<file path="src/rtl/onehot_seq_pkg.sv">
// Shared constants for the one-hot sequencer: mode encodings and parameter
// legality limits used at elaboration time.
package onehot_seq_pkg;

    localparam logic [1:0] MODE_DIRECT    = 2'b00;
    localparam logic [1:0] MODE_SCAN_UP   = 2'b01;
    localparam logic [1:0] MODE_SCAN_DOWN = 2'b10;
    localparam logic [1:0] MODE_HOLD      = 2'b11;

    localparam int MIN_N_OUT = 2;
    localparam int MAX_SEL_W = 30;

    function automatic bit params_legal(input int sel_w, input int n_out);
        return (sel_w >= 1) && (sel_w <= MAX_SEL_W) &&
               (n_out >= MIN_N_OUT) && (n_out <= (1 << sel_w));
    endfunction

endpackage

</file>
<file path="src/rtl/onehot_dec.sv">
// Combinational SEL_W -> N_OUT one-hot decoder; out-of-range indices decode
// to all-zero with valid low.
module onehot_dec #(
    parameter int SEL_W = 4,
    parameter int N_OUT = 8
) (
    input  logic [SEL_W-1:0] idx,
    output logic [N_OUT-1:0] onehot,
    output logic             valid
);

    always_comb begin
        onehot = '0;
        for (int i = 0; i < N_OUT; i++) begin
            onehot[i] = (idx == SEL_W'(i));
        end
    end

    assign valid = {1'b0, idx} < (SEL_W + 1)'(N_OUT);

endmodule

</file>
<file path="src/rtl/onehot_sequencer.sv">
// Registered one-hot select sequencer: direct decode, dwell-timed scan up/down
// with wrap pulse, and hold. All outputs are registered.
module onehot_sequencer
    import onehot_seq_pkg::*;
#(
    parameter int SEL_W   = 4,
    parameter int N_OUT   = 8,
    parameter int DWELL_W = 8
) (
    input  logic               clk,
    input  logic               rst,
    input  logic               en,
    input  logic [1:0]         mode,
    input  logic [SEL_W-1:0]   sel,
    input  logic [DWELL_W-1:0] dwell,
    output logic [N_OUT-1:0]   out,
    output logic [SEL_W-1:0]   index,
    output logic               wrap,
    output logic               err
);

    if (!params_legal(SEL_W, N_OUT)) begin : g_illegal_params
        $error("onehot_sequencer: illegal SEL_W/N_OUT combination");
    end

    localparam logic [SEL_W-1:0] LAST_INDEX = SEL_W'(N_OUT - 1);

    logic [DWELL_W-1:0] cnt;
    logic [DWELL_W-1:0] cnt_eff;
    logic [DWELL_W-1:0] cnt_next;
    logic [1:0]         prev_mode;
    logic               mode_change;
    logic               dwell_done;
    logic               index_in_range;
    logic [SEL_W-1:0]   index_next;
    logic               wrap_next;
    logic               err_next;
    logic               load_out;
    logic [N_OUT-1:0]   dec_onehot;
    logic               dec_valid;

    // A mode change restarts the dwell count, and the new mode acts on it at once.
    assign mode_change    = (mode != prev_mode);
    assign cnt_eff        = mode_change ? '0 : cnt;
    assign dwell_done     = (cnt_eff >= dwell);
    assign index_in_range = {1'b0, index} < (SEL_W + 1)'(N_OUT);

    always_comb begin
        index_next = index;
        cnt_next   = cnt;
        err_next   = err;
        wrap_next  = 1'b0;
        load_out   = 1'b0;
        case (mode)
            MODE_DIRECT: begin
                index_next = sel;
                cnt_next   = '0;
                load_out   = 1'b1;
            end
            MODE_SCAN_UP, MODE_SCAN_DOWN: begin
                if (dwell_done) begin
                    cnt_next = '0;
                    load_out = 1'b1;
                    if (!index_in_range) begin
                        // Recover from a leftover DIRECT error without a wrap pulse.
                        index_next = (mode == MODE_SCAN_UP) ? '0 : LAST_INDEX;
                        err_next   = 1'b0;
                    end else if (mode == MODE_SCAN_UP) begin
                        if (index == LAST_INDEX) begin
                            index_next = '0;
                            wrap_next  = 1'b1;
                        end else begin
                            index_next = index + 1'b1;
                        end
                    end else begin
                        if (index == '0) begin
                            index_next = LAST_INDEX;
                            wrap_next  = 1'b1;
                        end else begin
                            index_next = index - 1'b1;
                        end
                    end
                end else begin
                    cnt_next = cnt_eff + 1'b1;
                end
            end
            default: begin
                cnt_next = cnt_eff;
            end
        endcase
    end

    onehot_dec #(
        .SEL_W (SEL_W),
        .N_OUT (N_OUT)
    ) u_dec (
        .idx    (index_next),
        .onehot (dec_onehot),
        .valid  (dec_valid)
    );

    always_ff @(posedge clk) begin
        if (rst) begin
            out       <= '0;
            index     <= '0;
            wrap      <= 1'b0;
            err       <= 1'b0;
            cnt       <= '0;
            prev_mode <= MODE_HOLD;
        end else if (en) begin
            prev_mode <= mode;
            cnt       <= cnt_next;
            index     <= index_next;
            wrap      <= wrap_next;
            err       <= (mode == MODE_DIRECT) ? !dec_valid : err_next;
            if (load_out) begin
                out <= dec_onehot;
            end
        end else begin
            wrap <= 1'b0;
        end
    end

endmodule

</file>
<file path="config.mk">
export PLATFORM = sky130hd
export DESIGN_NAME = onehot_sequencer
export DESIGN_NICKNAME = d
export VERILOG_FILES = /design/src/rtl/onehot_seq_pkg.sv /design/src/rtl/onehot_dec.sv /design/src/rtl/onehot_sequencer.sv
export SDC_FILE = /design/constraint.sdc
export NUM_CORES = 1
export LEC_CHECK = 0
export CAP_MARGIN = 10
export CORE_ASPECT_RATIO = 1.1
export CORE_UTILIZATION = 45
export CTS_BUF_LIST = sky130_fd_sc_hd__clkbuf_8
export DETAILED_ROUTE_END_ITERATION = 10
export PLACE_DENSITY = 0.69
export SYNTH_ARGS = -nofsm -noshare
export SYNTH_HDL_FRONTEND = slang
export SYNTH_SLANG_ARGS = --single-unit
</file>
<file path="constraint.sdc">
create_clock -name clk -period 8.55 [get_ports clk]
set_clock_uncertainty 0.1 [all_clocks]
set_input_delay 1.2825 -clock clk [delete_from_list [all_inputs] [get_ports clk]]
set_output_delay 1.2825 -clock clk [all_outputs]
set_load 0.02 [all_outputs]
</file>
==> results.md, run 1 <==
- The flow ran to the end, and the final reports show no timing, DRC or antenna violations.
- Ranked by instance count, the synthesized netlist is headed by sky130_fd_sc_hd__nand2_1, sky130_fd_sc_hd__dfxtp_1, sky130_fd_sc_hd__inv_1.
- After detailed routing, the number of vias per cell comes to around 5.6.
- Dividing the detail-routed wire length by the instance count gives approximately 14 µm.
- The sum of internal, switching and leakage power is around 0.00027 W.
- The endpoint required time on the critical path is 8.62 ns.
- The initial antenna violation count is 0.
- The cell area that synthesis handed to floorplanning was about 0.0018 mm².
- The maximum VDD drop is approximately 0.075 mV.
- The cell type with the highest aggregate area in the netlist is sky130_fd_sc_hd__dfxtp_1.
- The filler cell count in the final layout is around 340.
- Along the worst path, the maximum fanout reaches 16.
- The first global-routing pass estimated just under 7000 µm of wire.
- The maximum number of pins on one net before global-route repair is 17.
- The critical path in this run is classified as input pin to register.
- The cell-internal power is 0.000199 W.
- The vertical extent of the die is just under 70 µm.
- The post-route fraction of the period consumed by the critical path is between 50% and 60%.
- At the pin with the least slew margin, the transition time is approximately 0.89 ns.
- For this run, the leading register cell type out of synthesis is sky130_fd_sc_hd__dfxtp_1.
- The leakage dissipation is 0.828 nW.
- The worst path in the final design needs a cycle of 4.78 ns, including I/O delays and setup.
- The placed instances occupy a cell area of between 0.002 and 0.0025 mm².
- The later pin in the worst-skew pair is clocked with a latency of ~0.27 ns.
- The total number of clock tree sinks is 24.
- In this run the tightest slew margin relative to its limit is 40.1%.
- The die covers 0.00420 mm².
- The initial core utilization is ~48%.
- The power share of the clock group is 37.2%.
- The share of layout cells above drive strength 1 is 7.23%.
- The max-slew violation count was 0.
- The final-layout setup total negative slack is 0 ns.
- The number of DRC markers after the initial detailed-route iteration is 81.
- After synthesis, the cell types taking the most area are sky130_fd_sc_hd__dfxtp_1, sky130_fd_sc_hd__ha_1, sky130_fd_sc_hd__nand2_1.
- The highest clock frequency the design can meet is roughly 0.21 GHz.
- The buffer count from post-CTS setup fixing is 0.
- The number of distinct library cell variants in the gate-level netlist after synthesis is 48.
- The number of hold buffers added after cts is 0.
- Sequential cells account for a little over two fifths of the total power.
- The final-report setup violation count is 0.
- The most instantiated library cell after synthesis is sky130_fd_sc_hd__nand2_1.
- The number of synthesized register bits is 24.
- The I/O pin total is 31.
- The total non-filler cell area in the finished layout is 0.00215 mm².
- The analysis attributes to net switching a power of ~0.000074 W.
- The via count of the first global-routing pass was 1534.
- The total CTS buffers is 3.
- The clock passes through at most 2 buffers.
- Counting flops with an async set or reset pin after synthesis yields a share of 0%.
- In this run, synthesis inferred 0 flip-flops with an integrated enable.
- The critical path data arrival time is about 4.9 ns.
- Setup repair after global routing left no endpoint under its margin.
- The layout overhead on the synthesized area is 21.2%.
- Clock-pin slew was measured on the worst setup and hold paths at approximately 0.080 ns.
- The pre-antenna-repair detailed-routing pass consisted of 4 iterations.
- The combinational group share of total power is between 10% and 20%.
- The wire-length estimate of the detail-placed layout is between 3000 and 4000 µm.
- Input and output buffers added on the ports amount to 30.
- After detailed routing, the number of remaining DRC violations is 0.
- Routability-driven placement finished with a final weighted congestion of between 0.9 and 1.
- The number of core rows is 23.
- The floorplan step defined a core boundary enclosing ~0.0037 mm².
- The wire length reported by the detailed router is 4140 µm.
- The count of antenna-violating nets left after detailed routing is 0.
- STA classifies the critical path endpoint as a register.
- The overall die width is 61.9 µm.
- The worst hold path belongs to the class register to register.
- In this run the number of H-tree levels came out at 1.
- The yosys synthesis warning count is 0.
- The total overflow left after global routing is 0.
- The post-cts gate resize count is 0.
- The worst hold slack is around 0.37 ns.
- The switching part of the total power is 27.2%.
- TritonCTS built the clock tree.
- The count of final hold-check violations was 0.
- The repair_antennas step left the layout with diodes totalling 0.
- The overall track demand over capacity in global routing is roughly 22%.
- The final layout contains 280 nets.
- Sequential cells were found to cover around 27% of the synthesized design area.
- The power per cell area is 127 mW/mm².
- The vias after detailed routing is between 1500 and 2000.
- The per-instance average area after synthesis is roughly 7.8 µm².
- Across the run, the number of max-cap violations was 0.
- The share of Yosys cell area claimed by the top area cell type is 27.0%.
- The critical path startpoint category is an input pin.
- Clock tree synthesis selected as its root buffer the cell sky130_fd_sc_hd__clkbuf_8.
- The total nets after synthesis is between 200 and 300.
- The cell count after synthesis is 228.
## placed cells by master (no fill, tap or decap), drive strengths merged, types with 3 or more instances in the layout
| cell type | instances |
|---|---|
| clkdlybuf4s50 | 30 |
| nand2 | 27 |
| dfxtp | 24 |
| inv | 20 |
| nor2 | 17 |
| o21ai | 17 |
| ha | 13 |
| a21oi | 12 |
| nand3 | 12 |
| o32ai | 8 |
| nor3 | 7 |
| nand2b | 6 |
| and3 | 5 |
| mux2i | 3 |
| a221oi | 3 |
| a22oi | 3 |
| a32oi | 3 |
| clkbuf | 3 |
| xnor2 | 3 |
| a211oi | 3 |
| mux2 | 3 |
## area by class of cell
type,instances,area [µm²],share of cell area (%)
Timing Repair Buffer,30,300,13.9
Clock buffer,3,41.3,1.92
Inverter,21,78.8,3.66
Sequential cell,24,480,22.3
Tap cell,50,62.6,2.91
Clock inverter,1,30.0,1.39
Multi-Input combinational cell,170,1160,53.9
## metal layers
| metal | share of wire (%) | vias up | global-route usage, % |
|---|---|---|---|
| met5 | 0 | - | 0 |
| met1 | 47 | 777 | 28.5 |
| met4 | 0.65 | 0 | 6.67 |
| met3 | 2.7 | 2 | 2.27 |
| li1 | - | 859 | - |
| met2 | 50 | 37 | 38.2 |
## power by group through the flow
| stage | registers, W | logic, W | clock network (W) |
|---|---|---|---|
| 2_1_floorplan | 0.000121 | 0.0000348 | 0 |
| 3_3_place_gp | 0.000120 | 0.0000536 | 0 |
| 3_5_place_dp | 0.000120 | 0.0000537 | 0 |
| 4_1_cts | 0.000118 | 0.0000538 | 0.000103 |
| 5_1_grt | 0.000118 | 0.0000601 | 0.000109 |
| 6_report | 0.000118 | 0.0000541 | 0.000102 |
## worst max-delay path, cell delays in order
cell and delay, ns:
sky130_fd_sc_hd__clkdlybuf4s50_1 0.53, sky130_fd_sc_hd__xnor2_2 0.39, sky130_fd_sc_hd__and2_1 0.32, sky130_fd_sc_hd__nand2_1 0.13, sky130_fd_sc_hd__ha_1 0.28, sky130_fd_sc_hd__nand2b_1 0.15
sky130_fd_sc_hd__a21oi_2 0.22, sky130_fd_sc_hd__o31ai_2 0.15, sky130_fd_sc_hd__nor3_2 0.74, sky130_fd_sc_hd__a221oi_1 0.31, sky130_fd_sc_hd__o32ai_1 0.34
## stage by stage
step,cells,utilization (%),worst slack (ns)
5_1_grt,299,58.0,3.43
3_5_place_dp,295,56.1,3.51
6_report,299,58.0,3.77
3_3_place_gp,295,56.1,3.60
4_1_cts,299,58.0,3.81
2_1_floorplan,228,-,4.57
## cell families after synthesis
| group | count (synthesis) | synth area share (%) |
|---|---|---|
| compound gates | 62 | 25.6 |
| fa+ha+maj | 13 | 9.16 |
| xor+xnor | 3 | 2.32 |
| flops | 24 | 27.0 |
| simple gates | 86 | 24.6 |
| mux | 6 | 3.59 |
| buf+inv | 34 | 7.68 |
## registers in the layout, indices dropped and copies added (netlist names)
signal and count:
cnt 8, out 8, index 4, prev_mode 2, err 1, wrap 1
## final timing paths
kind,slack (ns),endpoint,from,depth (start not counted)
min reg2reg,0.37,out[5],out[5],2
max,3.77,out[4],mode[0],11
max reg2reg,4.97,out[4],prev_mode[1],10
min,0.37,out[5],out[5],2
No activity file was read; power rests on OpenSTA's default activity.
==> inputs of run 2 (changes only) <==
clock period = 4.5 ns   (was 8.55 ns; I/O delays follow)
==> run 2 against run 1 <==
Against the previous run: via count rose by 0.84%; wire length up 5.8%; setup slack got worse by 3.2 ns; critical path type unchanged; largest cell class unchanged.
==> results.md, run 2 (synthesis gave the netlist of run 1 again) <==
- The run finished with clean final reports.
- The total number of clock tree sinks is 24 (unchanged).
- The switching part of the total power came to 27.8% (+0.65 points).
- The total non-filler cell area in the finished layout came to 0.00219 mm² (+1.7%).
- The critical-path maximum fanout was 8 (-8).
- The max-slew violation count is 0 (unchanged).
- The flip-flop and latch area came to 480 µm² (unchanged).
- The number of detailed-routing iterations run before antenna repair is 4 (unchanged).
- The number of stages on the worst hold path came to 2 (unchanged).
- The post-CTS clock slew at the launch and capture registers of the worst setup and hold paths was 0.09 ns (about the same).
- The count of final hold-check violations was 0 (unchanged).
- The hold path endpoint is out[6].
- The post-cts gate resize count came to 0 (unchanged).
- The number of core rows was 23 (unchanged).
- The final-layout setup total negative slack is 0 ns (unchanged).
- The number of hold buffers added after cts is 0 (unchanged).
- The area inside the core boundary is 0.00371 mm² (unchanged).
- The area taken by multi-input logic gates is 0.00116 mm² (unchanged).
- STA classifies the critical path endpoint as a register.
- The via count of the first global-routing pass is 1534 (unchanged).
- The max-slew headroom at the worst pin is 55.4% (+15 points).
- The worst-case reg-to-reg path depth was 11 (+1).
- The least setup slack across all paths after layout was 0.548 ns (-3.22 ns).
- The endpoint identified for the worst register-to-register timing path is out[1].
- The number of antenna repair diodes is 0 (unchanged).
- The type of the worst setup path is input pin to register.
- The later-pin clock latency in the skew report came to 0.28 ns (about the same).
- The final-report setup violation count was 0 (unchanged).
- The DRC violation count after routing is 0 (unchanged).
- The I/O pin total is 31 (unchanged).
- The power per cell area is 242 mW/mm² (+90%).
- The total CTS buffers came to 3 (unchanged).
- The worst-case setup slack after placement is 0.272 ns (-3.24 ns).
- The initial antenna violation count is 0 (unchanged).
- The leakage dissipation is 0.852 nW (+2.8%).
- The power share of the clock group is 37.3% (about the same).
- The number of buffers between clock root and the deepest sink is 2 (unchanged).
- The vias after detailed routing is 1689 (+0.84%).
- The vertical extent of the die is 67.9 µm (unchanged).
- The worst-margin pin slew is 0.667 ns (-0.227 ns).
- The buffer count from post-CTS setup fixing was 0 (unchanged).
- The filler cell count in the final layout came to 350 (+2.0%).
- The power dissipated by switching net loads was 0.000148 W (+98%).
- STA classifies the critical path startpoint as an input pin.
- The time the final worst path needs with I/O delays and setup is slightly below 4 ns.
- The final critical path takes up 87.8% of the cycle.
- Setup repair after global routing left no endpoint under its margin.
- The instance area at placement is 0.00212 mm² (+1.8%).
- The CTS tree is yes.
- The via density per instance is 5.56 (-0.82%).
- The max-capacitance violation count is 0 (unchanged).
- The full die area came to 0.00420 mm² (unchanged).
- The path category of the worst min-delay check is register to register.
- The count of antenna-violating nets left after detailed routing was 0 (unchanged).
- The largest registers in the layout are cnt x8, out x8, index x4.
- The critical path data arrival time is 4.04 ns (-0.81 ns).
- The initial core utilization came to 47.9% (unchanged).
- The depth of the CTS H-tree is 1 (unchanged).
- The number of DRC markers after the initial detailed-route iteration is 96 (+19%).
- CTS placed an instance of sky130_fd_sc_hd__clkbuf_8 at the clock tree root.
- The setup slack of the worst register-to-register path is 1.16 ns (-3.81 ns).
- The share of total power in sequential cells is 42.2% (-0.8 points).
- The number of nets in the layout is 285 (+1.8%).
- The combinational group share of total power came to 20.4% (+0.6 points).
- The maximum number of pins on one net before global-route repair came to 17 (unchanged).
- The number of I/O port buffers was 30 (unchanged).
- The most common cell after layout, fill and taps aside is sky130_fd_sc_hd__clkdlybuf4s50_1.
- The endpoint required time on the critical path is 4.58 ns (-4.04 ns).
- The estimated wirelength of the detail-placed design is 3350 µm (+6.7%).
- The share of layout cells above drive strength 1 is 9.06% (+1.8 points).
- In this run the most critical hold path is launched from out[6].
- The wire length of the first global-routing pass is 7180 µm (+3.4%).
- In the layout the commonest cells are sky130_fd_sc_hd__clkdlybuf4s50_1, sky130_fd_sc_hd__nand2_1, sky130_fd_sc_hd__dfxtp_1.
- The maximum VDD drop was 0.146 mV (+96%).
- The sum of internal, switching and leakage power was 0.000530 W (+94%).
- The overall track demand over capacity in global routing came to 23.2% (+1.1 points).
- Relative to the synthesized area, the layout overhead comes to 23.3%.
- The overall die width is 61.9 µm (unchanged).
- The wire length reported by the detailed router came to 4380 µm (+5.8%).
- The startpoint identified for the worst register-to-register timing path is prev_mode[0].
- The last weighted congestion value of the routability-driven placer is 0.875 (-5.6%).
- Based on the critical path, the design can be clocked at up to approximately 0.25 GHz.
- The total global routing overflow came to 0 (unchanged).
- The cell-internal power is 0.000383 W (+92%).
- The post-detailed-route wirelength per cell was 14.4 µm (+4.1%).
-- run 2: cell count changes in the layout (fill, tap and decap cells not counted), sizes merged --
| cell | delta |
|---|---|
| buf | +5 |
-- run 2: final cells by class --
class / count / share of cell area (%)
flip-flops and latches: 24 / 21.9
multi-input cells: 170 / 52.9
inverters: 21 / 3.60
repair buffers: 35 / 15.4
clock buffers: 3 / 1.88
well taps: 50 / 2.86
clock inverters: 1 / 1.37
-- run 2: power groups by stage --
stage          registers, W  clock network (W)  logic (W)
5_1_grt            0.000225           0.000212   0.000119
4_1_cts            0.000224           0.000203   0.000108
3_3_place_gp       0.000229                  0   0.000107
2_1_floorplan      0.000229                  0  0.0000662
3_5_place_dp       0.000229                  0   0.000108
6_report           0.000224           0.000198   0.000108
-- run 2: worst max path at each step --
stage / from / to / slack (ns) / cells past startpoint
finish: mode[0] / out[1] / 0.55 / 12
global route: mode[0] / out[2] / 0.34 / 14
CTS: mode[0] / out[0] / 0.56 / 12
detailed placement: mode[0] / out[0] / 0.27 / 12
global placement: mode[0] / out[0] / 0.36 / 12
floorplan: mode[0] / out[1] / 1.13 / 13
-- run 2: critical path, stage by stage --
cell                              delay (ns)
sky130_fd_sc_hd__clkdlybuf4s50_1        0.54
sky130_fd_sc_hd__xnor2_2                0.39
sky130_fd_sc_hd__and2_1                 0.33
sky130_fd_sc_hd__nand2_1                0.13
sky130_fd_sc_hd__ha_1                   0.27
sky130_fd_sc_hd__nand2b_1               0.15
sky130_fd_sc_hd__a21oi_2                0.23
sky130_fd_sc_hd__o31ai_2                0.14
sky130_fd_sc_hd__or3_1                  0.50
sky130_fd_sc_hd__a211oi_4               0.26
sky130_fd_sc_hd__nand2_1                0.15
sky130_fd_sc_hd__o32ai_1                0.25
-- run 2: through the flow --
step	util (%)	hold slack [ns]	cells
global placement	57.1	0.347	300
global route	59.0	0.386	304
detailed placement	57.1	0.350	300
finish	59.0	0.361	304
floorplan	-	0.357	228
CTS	59.0	0.369	304
-- run 2: layer usage --
metal	vias up	global-route usage (%)	share of wire, %
met5	-	0	0
met4	0	8.33	1.4
met3	5	2.46	2.9
met2	37	41.5	51
met1	778	28.2	45
li1	869	-	-
